==> config.mk <==
export PLATFORM = sky130hd
export DESIGN_NAME = const_table_rw_flat
export DESIGN_NICKNAME = d
export VERILOG_FILES = /design/src/rtl/const_table_rw_if.sv /design/src/rtl/const_table_rw.sv /design/src/flat_wrapper.sv
export SDC_FILE = /design/constraint.sdc
export NUM_CORES = 1
export LEC_CHECK = 0
export BUFFER_PORTS_ARGS = -buffer_cell sky130_fd_sc_hd__buf_4
export CAP_MARGIN = 10
export CORE_MARGIN = 4
export CORE_UTILIZATION = 52
export DETAILED_ROUTE_END_ITERATION = 10
export PLACE_DENSITY = 0.71
export SLEW_MARGIN = 20
export SYNTH_ARGS = -nofsm -noshare
export SYNTH_HDL_FRONTEND = slang
export SYNTH_SLANG_ARGS = --single-unit
==> constraint.sdc <==
create_clock -name clk -period 3.9 [get_ports clk]
set_clock_uncertainty 0.05 [all_clocks]
set_input_delay 0 -clock clk [delete_from_list [all_inputs] [get_ports clk]]
set_output_delay 0 -clock clk [all_outputs]
set_load 0.005 [all_outputs]
==> src/rtl/const_table_rw_if.sv <==
// const_table_rw_if: bus bundle for the writable constant table.
//   master : drives write, read-request and reload signals (datapath/firmware side)
//   slave  : the table itself; returns read data, valids, wr_err, busy, parity flags
// Parameters: WORD_SIZE (data width), ADDR_W (address width, log2 of table depth).
interface const_table_rw_if #(
  parameter int WORD_SIZE = 16,
  parameter int ADDR_W    = 3
);
  logic                 we;
  logic [ADDR_W-1:0]    waddr;
  logic [WORD_SIZE-1:0] wdata;
  logic                 wr_err;
  logic                 rd_en_a;
  logic [ADDR_W-1:0]    raddr_a;
  logic [WORD_SIZE-1:0] rdata_a;
  logic                 rvalid_a;
  logic                 rd_en_b;
  logic [ADDR_W-1:0]    raddr_b;
  logic [WORD_SIZE-1:0] rdata_b;
  logic                 rvalid_b;
  logic                 reload;
  logic                 busy;
  logic                 rd_perr_a;
  logic                 rd_perr_b;

  modport master (
    output we, waddr, wdata, rd_en_a, raddr_a, rd_en_b, raddr_b, reload,
    input  wr_err, rdata_a, rvalid_a, rdata_b, rvalid_b, busy, rd_perr_a, rd_perr_b
  );

  modport slave (
    input  we, waddr, wdata, rd_en_a, raddr_a, rd_en_b, raddr_b, reload,
    output wr_err, rdata_a, rvalid_a, rdata_b, rvalid_b, busy, rd_perr_a, rd_perr_b
  );
endinterface

==> src/rtl/const_table_rw.sv <==
// const_table_rw: writable constant table feeding the R/C source-operand path.
//   Two registered read ports (A: ALU source, B: address/offset), one write
//   port with per-entry lock, and a reload sweep restoring reset defaults one
//   entry per cycle.
// Ports:
//   clk    : system clock, rising edge
//   rst_n  : synchronous active-low reset (table back to defaults, FSM to IDLE)
//   bus    : const_table_rw_if.slave (write, two read ports, reload/busy, parity flags)
// Optional feature: define CONST_TABLE_PARITY_EN to store an even-parity bit per
// entry and flag mismatches on reads; otherwise rd_perr_a/b are tied to 0.
module const_table_rw #(
  parameter int             WORD_SIZE = 16,
  parameter int             DEPTH     = 8,
  parameter logic [DEPTH-1:0] LOCK_MASK = {{(DEPTH-1){1'b0}}, 1'b1}
) (
  input  logic            clk,
  input  logic            rst_n,
  const_table_rw_if.slave bus
);
  localparam int ADDR_W = $clog2(DEPTH);
  localparam logic [ADDR_W-1:0] LAST_IDX = ADDR_W'(DEPTH - 1);

  typedef enum logic {IDLE, SWEEP} state_t;

  state_t               state;
  logic [ADDR_W-1:0]    idx;
  logic [WORD_SIZE-1:0] mem [DEPTH];

  // Reset/reload default for entry i, sign-extended to WORD_SIZE.
  function automatic logic signed [WORD_SIZE-1:0] def_val(input int i);
    logic signed [WORD_SIZE-1:0] v;
    case (i)
      1:       v = WORD_SIZE'(1);
      2:       v = WORD_SIZE'(2);
      3:       v = WORD_SIZE'(4);
      4:       v = WORD_SIZE'(8);
      5:       v = WORD_SIZE'(32);
      6:       v = WORD_SIZE'(48);
      7:       v = {WORD_SIZE{1'b1}};
      default: v = '0;
    endcase
    return v;
  endfunction

  logic sweep;
  logic wr_ok;
  logic rd_acc_a, rd_acc_b;
  logic byp_a, byp_b;
  logic [WORD_SIZE-1:0] rd_word_a, rd_word_b;

  assign sweep = (state == SWEEP);
  // A reload request in IDLE takes priority over a same-cycle write.
  assign wr_ok    = bus.we & ~sweep & ~bus.reload & ~LOCK_MASK[bus.waddr];
  assign rd_acc_a = bus.rd_en_a & ~sweep;
  assign rd_acc_b = bus.rd_en_b & ~sweep;
  // Write-through: a read hitting the address being written sees the new data.
  assign byp_a     = wr_ok & (bus.waddr == bus.raddr_a);
  assign byp_b     = wr_ok & (bus.waddr == bus.raddr_b);
  assign rd_word_a = byp_a ? bus.wdata : mem[bus.raddr_a];
  assign rd_word_b = byp_b ? bus.wdata : mem[bus.raddr_b];

  // Stage p0 -> p1: control FSM and registered read outputs.
  always_ff @(posedge clk) begin
    if (!rst_n) begin
      state        <= IDLE;
      idx          <= '0;
      bus.busy     <= 1'b0;
      bus.wr_err   <= 1'b0;
      bus.rvalid_a <= 1'b0;
      bus.rvalid_b <= 1'b0;
      bus.rdata_a  <= '0;
      bus.rdata_b  <= '0;
    end else begin
      bus.wr_err   <= bus.we & ~wr_ok;
      bus.rvalid_a <= rd_acc_a;
      bus.rvalid_b <= rd_acc_b;
      if (rd_acc_a) bus.rdata_a <= rd_word_a;
      if (rd_acc_b) bus.rdata_b <= rd_word_b;
      case (state)
        IDLE: begin
          if (bus.reload) begin
            state    <= SWEEP;
            idx      <= '0;
            bus.busy <= 1'b1;
          end
        end
        SWEEP: begin
          idx <= idx + 1'b1;
          // Leaving on the last index keeps idx from starting a second pass.
          if (idx == LAST_IDX) begin
            state    <= IDLE;
            bus.busy <= 1'b0;
          end
        end
        default: begin
          state    <= IDLE;
          bus.busy <= 1'b0;
        end
      endcase
    end
  end

`ifdef CONST_TABLE_PARITY_EN
  logic [DEPTH-1:0] par_mem;
  logic perr_a_p1, perr_b_p1;
`endif

  // Table storage: reset defaults, sweep rewrite (ignores locks), or host write.
  always_ff @(posedge clk) begin
    if (!rst_n) begin
      for (int i = 0; i < DEPTH; i++) begin
        mem[i] <= def_val(i);
`ifdef CONST_TABLE_PARITY_EN
        par_mem[i] <= ^def_val(i);
`endif
      end
    end else if (sweep) begin
      mem[idx] <= def_val(int'(idx));
`ifdef CONST_TABLE_PARITY_EN
      par_mem[idx] <= ^def_val(int'(idx));
`endif
    end else if (wr_ok) begin
      mem[bus.waddr] <= bus.wdata;
`ifdef CONST_TABLE_PARITY_EN
      par_mem[bus.waddr] <= ^bus.wdata;
`endif
    end
  end

`ifdef CONST_TABLE_PARITY_EN
  // Stage p0 -> p1: parity recheck, flagged together with rvalid.
  always_ff @(posedge clk) begin
    if (!rst_n) begin
      perr_a_p1 <= 1'b0;
      perr_b_p1 <= 1'b0;
    end else begin
      perr_a_p1 <= rd_acc_a & ~byp_a & ((^mem[bus.raddr_a]) ^ par_mem[bus.raddr_a]);
      perr_b_p1 <= rd_acc_b & ~byp_b & ((^mem[bus.raddr_b]) ^ par_mem[bus.raddr_b]);
    end
  end
  assign bus.rd_perr_a = perr_a_p1;
  assign bus.rd_perr_b = perr_b_p1;
`else
  assign bus.rd_perr_a = 1'b0;
  assign bus.rd_perr_b = 1'b0;
`endif
endmodule

==> src/flat_wrapper.sv <==
// flat-port wrapper written by rule: the top's interface ports become plain ports
module const_table_rw_flat 
#(
  parameter int             WORD_SIZE = 16,
  parameter int             DEPTH     = 8,
  parameter logic [DEPTH-1:0] LOCK_MASK = {{(DEPTH-1){1'b0}}, 1'b1}
)
  (clk, rst_n, bus_we, bus_waddr, bus_wdata, bus_rd_en_a, bus_raddr_a, bus_rd_en_b, bus_raddr_b, bus_reload, bus_wr_err, bus_rdata_a, bus_rvalid_a, bus_rdata_b, bus_rvalid_b, bus_busy, bus_rd_perr_a, bus_rd_perr_b);
  const_table_rw_if #(.WORD_SIZE(WORD_SIZE)) bus_i ();
  input  logic clk;
  input  logic rst_n;
  input wire logic [$bits(bus_i.we)-1:0] bus_we;
  input wire logic [$bits(bus_i.waddr)-1:0] bus_waddr;
  input wire logic [$bits(bus_i.wdata)-1:0] bus_wdata;
  input wire logic [$bits(bus_i.rd_en_a)-1:0] bus_rd_en_a;
  input wire logic [$bits(bus_i.raddr_a)-1:0] bus_raddr_a;
  input wire logic [$bits(bus_i.rd_en_b)-1:0] bus_rd_en_b;
  input wire logic [$bits(bus_i.raddr_b)-1:0] bus_raddr_b;
  input wire logic [$bits(bus_i.reload)-1:0] bus_reload;
  output wire logic [$bits(bus_i.wr_err)-1:0] bus_wr_err;
  output wire logic [$bits(bus_i.rdata_a)-1:0] bus_rdata_a;
  output wire logic [$bits(bus_i.rvalid_a)-1:0] bus_rvalid_a;
  output wire logic [$bits(bus_i.rdata_b)-1:0] bus_rdata_b;
  output wire logic [$bits(bus_i.rvalid_b)-1:0] bus_rvalid_b;
  output wire logic [$bits(bus_i.busy)-1:0] bus_busy;
  output wire logic [$bits(bus_i.rd_perr_a)-1:0] bus_rd_perr_a;
  output wire logic [$bits(bus_i.rd_perr_b)-1:0] bus_rd_perr_b;
  assign bus_i.we = bus_we;
  assign bus_i.waddr = bus_waddr;
  assign bus_i.wdata = bus_wdata;
  assign bus_i.rd_en_a = bus_rd_en_a;
  assign bus_i.raddr_a = bus_raddr_a;
  assign bus_i.rd_en_b = bus_rd_en_b;
  assign bus_i.raddr_b = bus_raddr_b;
  assign bus_i.reload = bus_reload;
  assign bus_wr_err = bus_i.wr_err;
  assign bus_rdata_a = bus_i.rdata_a;
  assign bus_rvalid_a = bus_i.rvalid_a;
  assign bus_rdata_b = bus_i.rdata_b;
  assign bus_rvalid_b = bus_i.rvalid_b;
  assign bus_busy = bus_i.busy;
  assign bus_rd_perr_a = bus_i.rd_perr_a;
  assign bus_rd_perr_b = bus_i.rd_perr_b;
  const_table_rw #(.WORD_SIZE(WORD_SIZE), .DEPTH(DEPTH), .LOCK_MASK(LOCK_MASK)) u_core (.clk(clk), .rst_n(rst_n), .bus(bus_i));
endmodule
### After elaboration in Yosys (flattened, before gate mapping)

Memory sizes are Yosys's and may differ from the RTL's. A register that Yosys moved wholly into a read port is not among the register bits.
Cells that the tools add are included.

* bits in registers: 8
* logic and storage cells: 68
* input port bits: 31
* RAM bits: 128
* bits in latches: 0
* ROM bits: 8
* memories kept: 2

Memory list
* u_core.mem: words 8, bits a word 16, read ports 2, clocked after Yosys merged registers in 2, wr ports 8, RTL line const_table_rw.sv:27 `logic [WORD_SIZE-1:0] mem [DEPTH];`
* (name not given): words 8, bits a word 1, read ports 1, clocked after Yosys merged registers in 0, wr ports 0, RTL line const_table_rw.sv:53 `assign wr_ok = bus.we & ~sweep & ~bus.reload & ~LOCK_MASK[bus.waddr];`

* $mul: 0
* mux-type cells: 34
* div/mod/pow operators: 0
* add/sub/neg operators: 1
* shift-type cells: 0
* equality and inequality tests: 9
* bitwise logic cells: 10
* reductions and logical operators: 5
* magnitude comparators: 1

Operators with widths (count)
* $mux 16: 12
* $pmux 16 s7: 1
* $reduce_or 16->1: 2
* $mux 1: 15
* $eq 3x3->1 const B: 4
* $mux 3: 3
* $and 1x1->1: 6
* $eq 3x2->1 const B: 2
* $pmux 3 s2: 1
* $lt 3x4->1 const B: 1
* $ne 2x2->1 const B: 2
* $not 1->1: 4
* $pmux 1 s2: 2
* $add 3x1->3 const B: 1
* $eq 3x1->1 const B: 1
* $logic_not 1->1: 2
* $reduce_and 2->1: 1

### Longest topological paths before layout

* depth after elaboration: 10
* gate-level depth with buffers: 9
* mapped depth without buffers: 7

### Least setup slack after synthesis

Ideal clock, no wire load.

* kind: register to register
* from: register u_core.state
* to: memory u_core.mem[0][0], enable pin
* stages on the path, launching flop included: 8
* path slack: 1.407 ns
* required time: 3.478 ns
* setup time: 0.372 ns
* buffers on the path: 3
* data arrival time: 2.071 ns
* cells stage by stage: dfxtp_1 > buf_6 > or3b_1 > buf_2 > nor4_1 > o211ai_1 > clkbuf_1 > nand2_1

RTL lines
* start, declared: RTL line const_table_rw.sv:25 `state_t state;`
* start signal, assigned: RTL line const_table_rw.sv:65 `state <= IDLE;`
* start signal, assigned: RTL line const_table_rw.sv:82 `state <= SWEEP;`
* start signal, assigned: RTL line const_table_rw.sv:91 `state <= IDLE;`
* end, declared: RTL line const_table_rw.sv:27

==> results.py <==
metrics = {
    "cts": {
        "cts_buffers": 17,
        "root_buffer": "clkbuf_16",
        "cts_num_sinks": 168,
        "max-clock-path-buffers": 2,
        "cts_setup_buffers": 0,
        "clk_latency_ps": 420,
        "path_clk_slew_ps": 60,
        "htreeDepth": 4,
        "cts.repair.resized": 0,
        "cts_hold_buf": 14,
        "cts_tree": "yes",
    },
    "routing": {
        "vias_per_cell": 6.52,
        "drt_wl_total_mm": 24.0,
        "firstDrtPassIters": 5,
        "ant_nets": 0,
        "drcViolationCount": 0,
        "drt-initial-drc-count": 781,
        "vias": 6565,
        "wire_per_inst_um": 23.8,
    },
    "pwr": {
        "power.density_nw_per_um2": 425,
        "combPwrFrac": 0.122,
        "irDropWorstVdd_mv": 0.342,
        "p_int_mw": 3.38,
        "p_clk_frac": 0.414,
        "leakagePower_nw": 3.66,
        "seq_power_share": 0.465,
        "totalPowerFinal_mw": 4.42,
        "power_switching_share": 0.236,
        "p_sw_mw": 1.04,
    },
    "yosys": {
        "synth-async-reset-ratio": 0,
        "ys_types": 53,
        "synth_cells": 716,
        "ys.flop_type": "edfxtp_1",
        "synth_area_leaders": "edfxtp_1, mux4_2, dfxtp_1",
        "synth_warnings": 0,
        "synth_top_cell_area_share": 0.428,
        "ys_top_cells_by_count": "edfxtp_1, nor2_1, mux4_2",
        "avgSynthCellArea_um2": 12.6,
        "ys_seq_area_frac": 0.517,
        "synth_edf_count": 128,
        "synth_top_area_cell": "edfxtp_1",
        "syn_area_um2": 8990,
        "synth_seq_cells": 168,
        "yosysMostFrequentCell": "edfxtp_1",
    },
    "timing": {
        "timing.fmax_ghz": 0.324,
        "relSlewSlack": 0.284,
        "fin_crit_ps": 3090,
        "setup_viol": 0,
        "slew_violations": 0,
        "hold_viol": 0,
        "fin_crit_sh": 0.791,
        "worst_pin_slew_ps": 1070,
        "grt_setup_unrepaired": "false",
        "final.setup.tns_ps": 0,
    },
    "placed_design": {
        "place_congestion": 0.866,
        "dp_hpwl_mm": 16.1,
        "portBuffers": 66,
    },
    "run_status": {
        "outcome": "finished clean",
    },
    "worst_setup_path": {
        "cp-start-kind": "flop",
        "cp_data_arrival_time_ps": 3100,
        "cp-end-kind": "flop",
        "crit_type": "reg2reg",
        "worstPathMaxFanout": 17,
        "required_ps": 3910,
    },
    "global_route": {
        "grt_max_degree": 36,
        "grt_usage": 0.247,
        "grt_antenna_before_repair": 0,
        "grt_first_pass_wirelength_mm": 36.8,
        "grt_pass1_vias": 6412,
        "grt.overflow.total": 0,
    },
    "layout": {
        "antenna_cells": 0,
        "syn_to_final_growth_pct": 15.7,
        "nets": 812,
        "drive_gt1_frac": 0.286,
    },
    "die": {
        "die-area_um2": 19500,
        "core-area_um2": 16800,
        "placementRows": 47,
        "die_height_um": 139,
        "initial_core_util": 0.536,
        "die_x_um": 139,
        "io-pin-count": 69,
    },
    "worst_hold_path": {
        "hp-class": "in2reg",
    },
    "job": {
        "max-cap-violations": 0,
    },
}
==> path summary, 6_finish.rpt <==
| check | startpoint | end | slack, ps | depth (start not counted) |
|---|---|---|---|---|
| setup / recovery | u_core.state$_SDFF_PN0_ | u_core.mem[5][11]$_SDFFCE_PN0P_ | 810 | 4 |
| hold / removal | bus_waddr[1] | u_core.mem[5][5]$_SDFFCE_PN1P_ | 10 | 3 |
| setup reg to reg | u_core.state$_SDFF_PN0_ | u_core.mem[5][11]$_SDFFCE_PN0P_ | 810 | 4 |
| hold reg to reg | u_core.bus.rdata_a[2]$_SDFFE_PN0P_ | u_core.bus.rdata_a[2]$_SDFFE_PN0P_ | 410 | 2 |
==> flip-flops by register name, summed over array words and instances (netlist names) <==
register and count:
u_core.bus.busy 1, u_core.bus.rvalid_b 1, u_core.state 1, u_core.bus.rvalid_a 1, u_core.bus.rdata_b 16, u_core.bus.wr_err 1
u_core.idx 3, u_core.bus.rdata_a 16, u_core.mem 128
==> layer usage <==
metal,track usage,share of wire,vias to the layer above
met5,0,0,-
met4,0.0731,0.018,0
met3,0.0696,0.11,38
met2,0.387,0.47,392
met1,0.339,0.40,3307
li1,-,-,2828
==> power by group through the flow <==
stage | Clock [mW] | Combinational, mW | Sequential, mW
3_3_place_gp | 0 | 0.508 | 2.08
4_1_cts | 1.84 | 0.532 | 2.05
6_report | 1.83 | 0.538 | 2.05
2_1_floorplan | 0 | 0.346 | 2.07
5_1_grt | 1.92 | 0.571 | 2.06
3_5_place_dp | 0 | 0.519 | 2.09
==> area by class of cell <==
class | instances | area [um2]
Fill cell | 1304 | 6360
Sequential cell | 168 | 4640
Clock buffer | 19 | 433
Multi-Input combinational cell | 474 | 4000
Clock inverter | 13 | 200
Tap cell | 220 | 275
Timing Repair Buffer | 103 | 808
Inverter | 10 | 37.5
==> critical path: stages (launching register included) <==
cell,delay (ps)
dfxtp_1,480
or3b_1,600
o41ai_1,450
nand2_1,460
nand2_1,670
==> stage by stage <==
step	std cells	instance area (um2)	worst slack, ps	hold slack [ps]	util
3_5_place_dp	961	9630	870	203	0.574
6_report	1007	10400	814	12.5	0.621
3_3_place_gp	961	9620	957	201	0.574
2_1_floorplan	717	8990	1410	66.1	-
5_1_grt	1007	10400	679	21.6	0.621
4_1_cts	1007	10400	856	2.88	0.621
==> cells by family after synthesis <==
family / synth area share
AO/OA/AOI/OAI: 0.103
XOR/XNOR: 0.00487
adder cells (fa/ha/maj): 0.00974
buffers and inverters: 0.0394
flip-flops: 0.517
multiplexers: 0.206
other: 0.000417
AND/OR/NAND/NOR: 0.120
==> cells in the final DEF, fill, tap and decap left out, types with 3 or more instances in the layout <==
cell,netlist,layout
a21boi_2,9,9
a21oi_1,28,27
a31oi_1,4,3
and3_1,17,17
buf_4,4,89
bufinv_16,0,5
clkbuf_16,0,17
clkinv_1,1,4
dfxtp_1,40,40
dlygate4sd3_1,0,14
edfxtp_1,128,128
ha_1,7,7
inv_1,9,9
mux2_2,18,18
mux2i_1,21,21
mux4_2,64,64
nand2_1,62,62
nand2b_1,12,12
nand3_1,6,6
nor2_1,125,125
nor3_1,7,7
o211ai_1,3,3
o21ai_1,5,5
o311ai_1,4,4
o311ai_2,10,10
o31ai_1,33,33
or3_1,4,4
xnor2_1,5,5
Note: power is estimated with default switching activity, not from simulation.
